===== src/rtl/serial_tx_pkg.sv =====
// Shared types and line-level constants for the serial transmitter.
package serial_pkg;

    typedef enum logic [2:0] {
        IDLE,
        START,
        DATA,
        PARITY,
        STOP
    } tx_state_t;

    localparam logic LINE_IDLE = 1'b1;
    localparam logic START_BIT = 1'b0;
    localparam logic STOP_BIT  = 1'b1;

    // Counter width for a 0..n-1 range; a single-value range still needs one bit.
    function automatic int unsigned cnt_width(input int unsigned n);
        return (n > 1) ? $clog2(n) : 1;
    endfunction

endpackage


===== src/rtl/serial_tx_if.sv =====
// Parallel-in handshake plus the true/complement serial line of serial_tx.
interface serial_tx_if #(
    parameter int unsigned DATA_W = 8
);
    logic [DATA_W-1:0] tx_data;
    logic              tx_valid;
    logic              tx_ready;
    logic              tx;
    logic              tx_n;
    logic              busy;

    modport master (
        output tx_data,
        output tx_valid,
        input  tx_ready,
        input  tx,
        input  tx_n,
        input  busy
    );

    modport slave (
        input  tx_data,
        input  tx_valid,
        output tx_ready,
        output tx,
        output tx_n,
        output busy
    );
endinterface


===== src/rtl/serial_tx_bit_timer.sv =====
// Bit-period timer: tick marks the last cycle of each CLKS_PER_BIT period.
module bit_timer
    import serial_pkg::*;
#(
    parameter int unsigned CLKS_PER_BIT = 4
) (
    input  logic clk,
    input  logic rst,
    input  logic clear,
    output logic tick
);
    localparam int unsigned      CNT_W = cnt_width(CLKS_PER_BIT);
    localparam logic [CNT_W-1:0] LAST  = CNT_W'(CLKS_PER_BIT - 1);

    logic [CNT_W-1:0] cnt_q, cnt_d;

    // With one clock per bit LAST is zero, so tick stays high and cnt_q stays at 0.
    assign tick = (cnt_q == LAST);

    always_comb begin
        cnt_d = cnt_q + CNT_W'(1);
        if (clear || tick) begin
            cnt_d = '0;
        end
    end

    always_ff @(posedge clk) begin
        if (rst) begin
            cnt_q <= '0;
        end else begin
            cnt_q <= cnt_d;
        end
    end
endmodule


===== src/rtl/serial_tx.sv =====
// LSB-first serial transmitter: start, DATA_W data bits, optional even parity, stop.
module serial_tx
    import serial_pkg::*;
#(
    parameter int unsigned DATA_W       = 8,
    parameter int unsigned CLKS_PER_BIT = 4,
    parameter int unsigned PARITY_EN    = 0
) (
    input  logic           clk,
    input  logic           rst,
    serial_tx_if.slave     bus
);
    localparam int unsigned      IDX_W    = cnt_width(DATA_W);
    localparam logic [IDX_W-1:0] LAST_IDX = IDX_W'(DATA_W - 1);

    tx_state_t         state_q, state_d;
    logic [DATA_W-1:0] shreg_q, shreg_d;
    logic [IDX_W-1:0]  idx_q, idx_d;
    logic              par_q, par_d;
    logic              tx_q, tx_d;
    logic              tx_n_q;
    logic              timer_clr;
    logic              tick;

    bit_timer #(
        .CLKS_PER_BIT (CLKS_PER_BIT)
    ) u_bit_timer (
        .clk   (clk),
        .rst   (rst),
        .clear (timer_clr),
        .tick  (tick)
    );

    always_comb begin
        state_d   = state_q;
        shreg_d   = shreg_q;
        idx_d     = idx_q;
        par_d     = par_q;
        timer_clr = 1'b0;
        unique case (state_q)
            IDLE: begin
                if (bus.tx_valid) begin
                    shreg_d   = bus.tx_data;
                    par_d     = ^bus.tx_data;
                    timer_clr = 1'b1;
                    state_d   = START;
                end
            end
            START: begin
                if (tick) state_d = DATA;
            end
            DATA: begin
                if (tick) begin
                    shreg_d = shreg_q >> 1;
                    if (idx_q == LAST_IDX) begin
                        idx_d   = '0;
                        state_d = (PARITY_EN != 0) ? PARITY : STOP;
                    end else begin
                        idx_d = idx_q + IDX_W'(1);
                    end
                end
            end
            PARITY: begin
                if (tick) state_d = STOP;
            end
            STOP: begin
                if (tick) state_d = IDLE;
            end
            default: state_d = IDLE;
        endcase
    end

    // Line level is decoded from the next state so tx flips on the same edge as the state.
    always_comb begin
        tx_d = LINE_IDLE;
        unique case (state_d)
            IDLE:    tx_d = LINE_IDLE;
            START:   tx_d = START_BIT;
            DATA:    tx_d = shreg_d[0];
            PARITY:  tx_d = par_d;
            STOP:    tx_d = STOP_BIT;
            default: tx_d = LINE_IDLE;
        endcase
    end

    always_ff @(posedge clk) begin
        if (rst) begin
            state_q <= IDLE;
            shreg_q <= '0;
            idx_q   <= '0;
            par_q   <= 1'b0;
            tx_q    <= LINE_IDLE;
            tx_n_q  <= ~LINE_IDLE;
        end else begin
            state_q <= state_d;
            shreg_q <= shreg_d;
            idx_q   <= idx_d;
            par_q   <= par_d;
            tx_q    <= tx_d;
            tx_n_q  <= ~tx_d;
        end
    end

    assign bus.tx       = tx_q;
    assign bus.tx_n     = tx_n_q;
    assign bus.tx_ready = (state_q == IDLE);
    assign bus.busy     = (state_q != IDLE);
endmodule

===== src/flat_wrapper.sv =====
// flat-port wrapper written by rule: the top's interface ports become plain ports
module serial_tx_flat import serial_pkg::*;
#(
    parameter int unsigned DATA_W       = 8,
    parameter int unsigned CLKS_PER_BIT = 4,
    parameter int unsigned PARITY_EN    = 0
)
  (clk, rst, bus_tx_data, bus_tx_valid, bus_tx_ready, bus_tx, bus_tx_n, bus_busy);
  serial_tx_if #(.DATA_W(DATA_W)) bus_i ();
  input  logic clk;
  input  logic rst;
  input wire logic [$bits(bus_i.tx_data)-1:0] bus_tx_data;
  input wire logic [$bits(bus_i.tx_valid)-1:0] bus_tx_valid;
  output wire logic [$bits(bus_i.tx_ready)-1:0] bus_tx_ready;
  output wire logic [$bits(bus_i.tx)-1:0] bus_tx;
  output wire logic [$bits(bus_i.tx_n)-1:0] bus_tx_n;
  output wire logic [$bits(bus_i.busy)-1:0] bus_busy;
  assign bus_i.tx_data = bus_tx_data;
  assign bus_i.tx_valid = bus_tx_valid;
  assign bus_tx_ready = bus_i.tx_ready;
  assign bus_tx = bus_i.tx;
  assign bus_tx_n = bus_i.tx_n;
  assign bus_busy = bus_i.busy;
  serial_tx #(.DATA_W(DATA_W), .CLKS_PER_BIT(CLKS_PER_BIT), .PARITY_EN(PARITY_EN)) u_core (.clk(clk), .rst(rst), .bus(bus_i));
endmodule

===== config.mk =====
export PLATFORM = sky130hd
export DESIGN_NAME = serial_tx_flat
export DESIGN_NICKNAME = d
export VERILOG_FILES = /design/src/rtl/serial_tx_pkg.sv /design/src/rtl/serial_tx_if.sv /design/src/rtl/serial_tx_bit_timer.sv /design/src/rtl/serial_tx.sv /design/src/flat_wrapper.sv
export SDC_FILE = /design/constraint.sdc
export NUM_CORES = 1
export LEC_CHECK = 0
export CAP_MARGIN = 30
export CORE_MARGIN = 2
export CORE_UTILIZATION = 37
export CTS_BUF_LIST = sky130_fd_sc_hd__clkbuf_16
export CTS_CLUSTER_DIAMETER = 50
export DETAILED_ROUTE_END_ITERATION = 6
export GPL_TIMING_DRIVEN = 0
export PLACE_DENSITY = 0.58
export SYNTH_ARGS = -nofsm -noshare
export SYNTH_HDL_FRONTEND = slang
export SYNTH_SLANG_ARGS = --single-unit

===== constraint.sdc =====
create_clock -name clk -period 3.1 [get_ports clk]
set_clock_uncertainty 0.2 [all_clocks]
set_input_delay 0.465 -clock clk [delete_from_list [all_inputs] [get_ports clk]]
set_output_delay 0.465 -clock clk [all_outputs]
set_load 0.01 [all_outputs]

==> Word level (Yosys, flattened, before mapping) <==
Index checks and enable logic that the tools add are counted.
{ "word_totals": {"elab_cells": 46, "ff_bits": 19} }
{ "classes": {"reduce_logical": 8, "n_addsub": 2, "mux": 16, "n_eq_ne": 11, "n_bitwise": 1} }
{ "ops": {"columns": ["operator", "n"], "rows": [
  ["2-to-1 mux 3 bit", 7],
  ["2-to-1 mux 8 bit", 2],
  ["case mux 8 bit (2 select lines)", 1],
  ["case mux 3 bit (5 select lines)", 1],
  ["== test 3 x 2 -> 1 bit (second input constant)", 4],
  ["parity 8 bit", 1],
  ["== test 3 x 1 -> 1 bit (second input constant)", 2],
  ["== test 3 bit (second input constant)", 2],
  ["2-to-1 mux 1 bit", 4],
  ["inequality test 2 bit (second input constant)", 2],
  ["adder 3 x 1 -> 3 bit (second input constant)", 1],
  ["logical NOT 3 bit", 1],
  ["case mux 1 bit (3 select lines)", 1],
  ["AND reduction 3 bit", 1],
  ["nonzero test 3 bit", 1],
  ["adder 2 x 1 -> 2 bit (second input constant)", 1],
  ["== test 2 bit (second input constant)", 1],
  ["AND reduction 2 bit", 1],
  ["nonzero test 2 bit", 1],
  ["OR reduction 2 bit", 1],
  ["logical OR 1 bit", 1],
  ["NOT 1 bit", 1]
]} }

==> Depth between registers and ports, before layout <==
{ "logic_depth": {"word_depth": 7, "mapped_depth": 6, "depth_no_buf": 6} }

==> Hierarchy <==
Synthesis repeated with hierarchy kept, for this count alone.
{ "unflattened": {"cells_unflattened": 92, "area_unflattened_um2": 949.7} }
{ "modules_own_cells": {"columns": ["module", "seq_area_each_um2", "cells_each", "instances", "area_per_inst_um2"], "rows": [
  ["serial_tx", 340.3, 87, 1, 869.6],
  ["bit_timer", 40.0, 5, 1, 80.1]
]} }

==> Least setup slack after synthesis <==
OpenSTA, ideal clock, no wires.
{ "synth_timing": {"path_kind": "flip-flop to flip-flop", "from": "reg u_core.u_bit_timer.cnt_q[0]", "to": "reg u_core.tx_q (netlist: u_core.bus.tx)", "arrival_ns": 1.463, "setup_ns": 0.132, "path_stages_with_launch": 7, "synth_period_minus_slack_ns": 1.795, "path_slack_ns": 1.305, "cell_sequence": "dfxtp_1 ha_1 nor4bb_1 buf_4 nor2_4 a2111oi_4 o31ai_1"} }
{ "synth_between": {"elab_chain_len": 5, "elab_cells_between_ends": 12} }
{ "synth_lines": {"columns": ["element", "line_no", "source"], "rows": [
  ["start: declaration", "serial_tx_bit_timer.sv:15", "logic [CNT_W-1:0] cnt_q, cnt_d;"],
  ["start signal: assignment", "serial_tx_bit_timer.sv:31", "cnt_q <= cnt_d;"],
  ["== test 2 bit *", "serial_tx_bit_timer.sv:18", "assign tick = (cnt_q == LAST);"],
  ["2-to-1 mux 3 bit, on equally long branches", null, null],
  ["case mux 3 bit (5 select lines)", "serial_tx.sv:40", "unique case (state_q)"],
  ["== test 3 x 2 -> 1 bit or == test 3 x 1 -> 1 bit (tied branches)", "serial_tx.sv:76", "unique case (state_d)"],
  ["case mux 1 bit (3 select lines) *", "serial_tx.sv:76", null],
  ["end signal: assignment", "serial_tx.sv:99", "tx_q <= tx_d;"],
  ["end: declaration", "serial_tx.sv:20", "logic tx_q, tx_d;"]
]} }
Every way passes the cells marked *; elsewhere a longest branch is shown, timed or not. The select of a mux whose other input is x is not followed.
A chain may end at the register's enable or synchronous reset.

==> Final worst setup path <==
{ "layout_timing": {"from": "reg u_core.state_q[2]", "to": "out bus_tx_ready"} }
{ "layout_between": {"elab_chain_len": 1} }
{ "layout_lines": {"columns": ["element", "line_no", "source"], "rows": [
  ["start: declaration", "serial_tx.sv:16", "tx_state_t state_q, state_d;"],
  ["start signal: assignment", "serial_tx.sv:95", "state_q <= state_d;"],
  ["logical NOT 3 bit", "serial_tx.sv:106", "assign bus.tx_ready = (state_q == IDLE);"],
  ["end: declaration", "flat_wrapper.sv:14", "output wire logic [$bits(bus_i.tx_ready)-1:0] bus_tx_ready;"]
]} }
Every way passes these cells.

==> impl_metrics.json <==
{
  "reg2reg_slack_ps": 1060,
  "cp_data_required_time_ps": 2430,
  "routedWlPerCell_um": 12.21,
  "ys_seq_elements": 19,
  "antenna_found_initial": 0,
  "antenna_left": 0,
  "grt_pass1_wl_mm": 2.884,
  "tightestPinTransition_ps": 522.7,
  "clockBufferDepth": 2,
  "ys_seq_area_share_pct": 42.70,
  "power_density_nw_per_um2": 544.8,
  "synth_area_um2": 890.9,
  "yosysWarnings": 0,
  "cap_violations": 0,
  "cts_max_level": 1,
  "nets": 126,
  "drc": 0,
  "hold_viol_final": 0,
  "start_util_pct": 39.51,
  "die-area_um2": 2816,
  "ioPinCount": 15,
  "final_cell_mix": "dfxtp_1, clkdlybuf4s50_1, a21oi_1, nand2_1, nor2_1",
  "placed_cell_area_um2": 1056,
  "rr_worst_depth": 6,
  "tritoncts": "done",
  "postCtsSetupRepairBufs": 0,
  "crit_type": "reg -> out",
  "finalMaxSlewViolations": 0,
  "layout-drive-gt1-share_pct": 9.009,
  "post_cts_resized": 0,
  "crit_fanout": 9,
  "vias": 711,
  "rr_endpoint": "u_core.bus.tx",
  "antennaDiodeCount": 0,
  "rows": 17,
  "setup_viol": 0,
  "holdPathStages": 1,
  "period_needed_ps": 2373,
  "die_x_um": 53.07,
  "viasPerCell": 5.115,
  "hold_buffers": 0,
  "dpl.hpwl_mm": 1.235,
  "dr.pass1.iters": 4,
  "io_buffer_count": 13,
  "r2r-start": "u_core.u_bit_timer.cnt_q[0]",
  "peakVddDrop_mv": 0.2339,
  "cts_buffers": 3,
  "synthDistinctLibCells": 31,
  "crit_path_start_kind": "flip-flop",
  "min_to": "u_core.u_bit_timer.cnt_q[0]",
  "final_cells": 139,
  "drt_wl_total_mm": 1.697,
  "placed_cells": 135,
  "cp.arrival_ps": 1710,
  "p_leak_uw": 0.0004135,
  "fin_area_um2": 1135,
  "max_freq_ghz": 0.4214,
  "cp-end-kind": "primary output",
  "cts.sinks": 19,
  "area_growth_pct": 27.39,
  "hp-class": "reg -> reg",
  "root_buffer": "clkbuf_16",
  "drtIter0Drc": 7,
  "clock_latency_ps": 250,
  "fin_tns_setup_ps": 0,
  "track_usage_pct": 14.59,
  "startpoint": "u_core.state_q[2]",
  "relSlewSlack_pct": 65.01,
  "clk_pin_slew_ps": 50,
  "gp_congestion": 0.7256,
  "status": "complete, no violations",
  "die_h_um": 53.07,
  "rsz0062_at_grt": "false",
  "final_common_cell": "dfxtp_1",
  "worstHoldStart": "u_core.u_bit_timer.cnt_q[0]",
  "syn_avg_cell_area_um2": 9.477,
  "period_share_pct": 76.55,
  "syn_inst": 94,
  "fillers": 242,
  "grt_pass1_vias": 646,
  "core_area_um2": 2255,
  "synth_nets": 108,
  "grt_max_degree": 11,
  "gr-total-overflow": 0
}
==> cells in the mapped netlist <==
library cell / n / area [µm²]
nor2b_1: 1 / 6.260
nand3b_1: 1 / 7.510
nand3_1: 1 / 5.000
ha_1: 3 / 37.54
nor4b_1: 1 / 8.760
nor2_4: 1 / 11.26
nand2_1: 10 / 37.54
o31ai_1: 1 / 7.510
nor4bb_1: 1 / 10.01
a22o_1: 1 / 8.760
nand2b_1: 1 / 6.260
dfxtp_1: 19 / 380.4
a2111oi_4: 1 / 27.53
xnor2_1: 7 / 61.31
nor4b_4: 1 / 23.77
buf_2: 2 / 10.01
nor2_1: 8 / 30.03
inv_1: 1 / 3.750
and3b_2: 1 / 10.01
or2b_1: 1 / 7.510
a211oi_1: 2 / 15.01
o21ai_0: 2 / 10.01
or4b_1: 1 / 10.01
nor4_1: 1 / 6.260
o31a_1: 1 / 8.760
buf_4: 1 / 7.510
or3_1: 2 / 12.51
clkbuf_1: 2 / 7.510
a21oi_1: 11 / 55.05
a22oi_1: 7 / 52.55
nor3_1: 1 / 5.000
==> how the worst max path moves through the flow <==
| stage | depth (start not counted) | slack (ps) | end |
|---|---|---|---|
| 2_1_floorplan | 6 | 1310 | u_core.bus.tx |
| 4_1_cts | 4 | 710 | bus_tx_ready |
| 6_report | 4 | 730 | bus_tx_ready |
| 3_3_place_gp | 5 | 740 | u_core.bus.tx |
| 3_5_place_dp | 5 | 690 | u_core.bus.tx |
| 5_1_grt | 4 | 650 | bus_tx_ready |
==> per-layer routing <==
layer  GRT usage [%]  vias up  wire, µm
li1                -      371         -
met1           17.36      321       819
met2           23.54       15       768
met3           4.237        4        73
met4           7.692        0        36
met5               0        -         0
==> where the power goes <==
group / internal (µW) / leakage (µW) / switching (µW) / total [µW]
logic: 46.9 / 0.000215 / 39.8 / 86.7
clock network: 172 / 0.0000423 / 91.7 / 263
registers: 259 / 0.000156 / 9.23 / 268
==> per-stage QoR <==
stage	worst slack (ps)	hold slack [ps]	util, %	total power [µW]
CTS	711.3	226.8	50.33	625.3
finish	726.9	226.9	50.33	618.3
detailed placement	690.5	219.1	46.84	361.5
global route	651.7	235.3	50.33	643.5
floorplan	1305	205.3	-	326.4
global placement	740.2	215.1	46.84	359.5
==> worst max-delay path, cell delays in order (launching register included) <==
cell and delay (ps):
dfxtp_1 290, buf_2 180, or3_1 400, inv_1 60
clkdlybuf4s50_1 520
==> layout make-up <==
class | count | area [µm²] | area share (%)
Clock buffer | 3 | 75.07 | 6.615
Multi-Input combinational cell | 69 | 481.7 | 42.45
Tap cell | 28 | 35.03 | 3.087
Inverter | 1 | 3.754 | 0.3308
Clock inverter | 1 | 3.754 | 0.3308
Timing Repair Buffer | 13 | 130.1 | 11.47
Sequential cell | 19 | 380.4 | 33.52
Buffer | 5 | 25.02 | 2.205
==> flip-flops by register name, indices dropped and copies added, names as in the netlist <==
register                  count
u_core.shreg_q                8
u_core.idx_q                  3
u_core.state_q                3
u_core.u_bit_timer.cnt_q      2
u_core.bus.tx                 1
u_core.bus.tx_n               1
u_core.par_q                  1
==> cell families (layout without fill, tap and decap cells) <==
| family | count (synthesis) | after routing | synth area share (%) |
|---|---|---|---|
| AND/OR/NAND/NOR | 33 | 33 | 22.19 |
| AO/OA/AOI/OAI | 26 | 26 | 20.79 |
| flip-flops | 19 | 19 | 42.70 |
| XOR/XNOR | 7 | 7 | 6.882 |
| buffers and inverters | 6 | 23 | 3.231 |
| adder cells (fa/ha/maj) | 3 | 3 | 4.214 |
No activity file was read; power rests on OpenSTA's default activity.
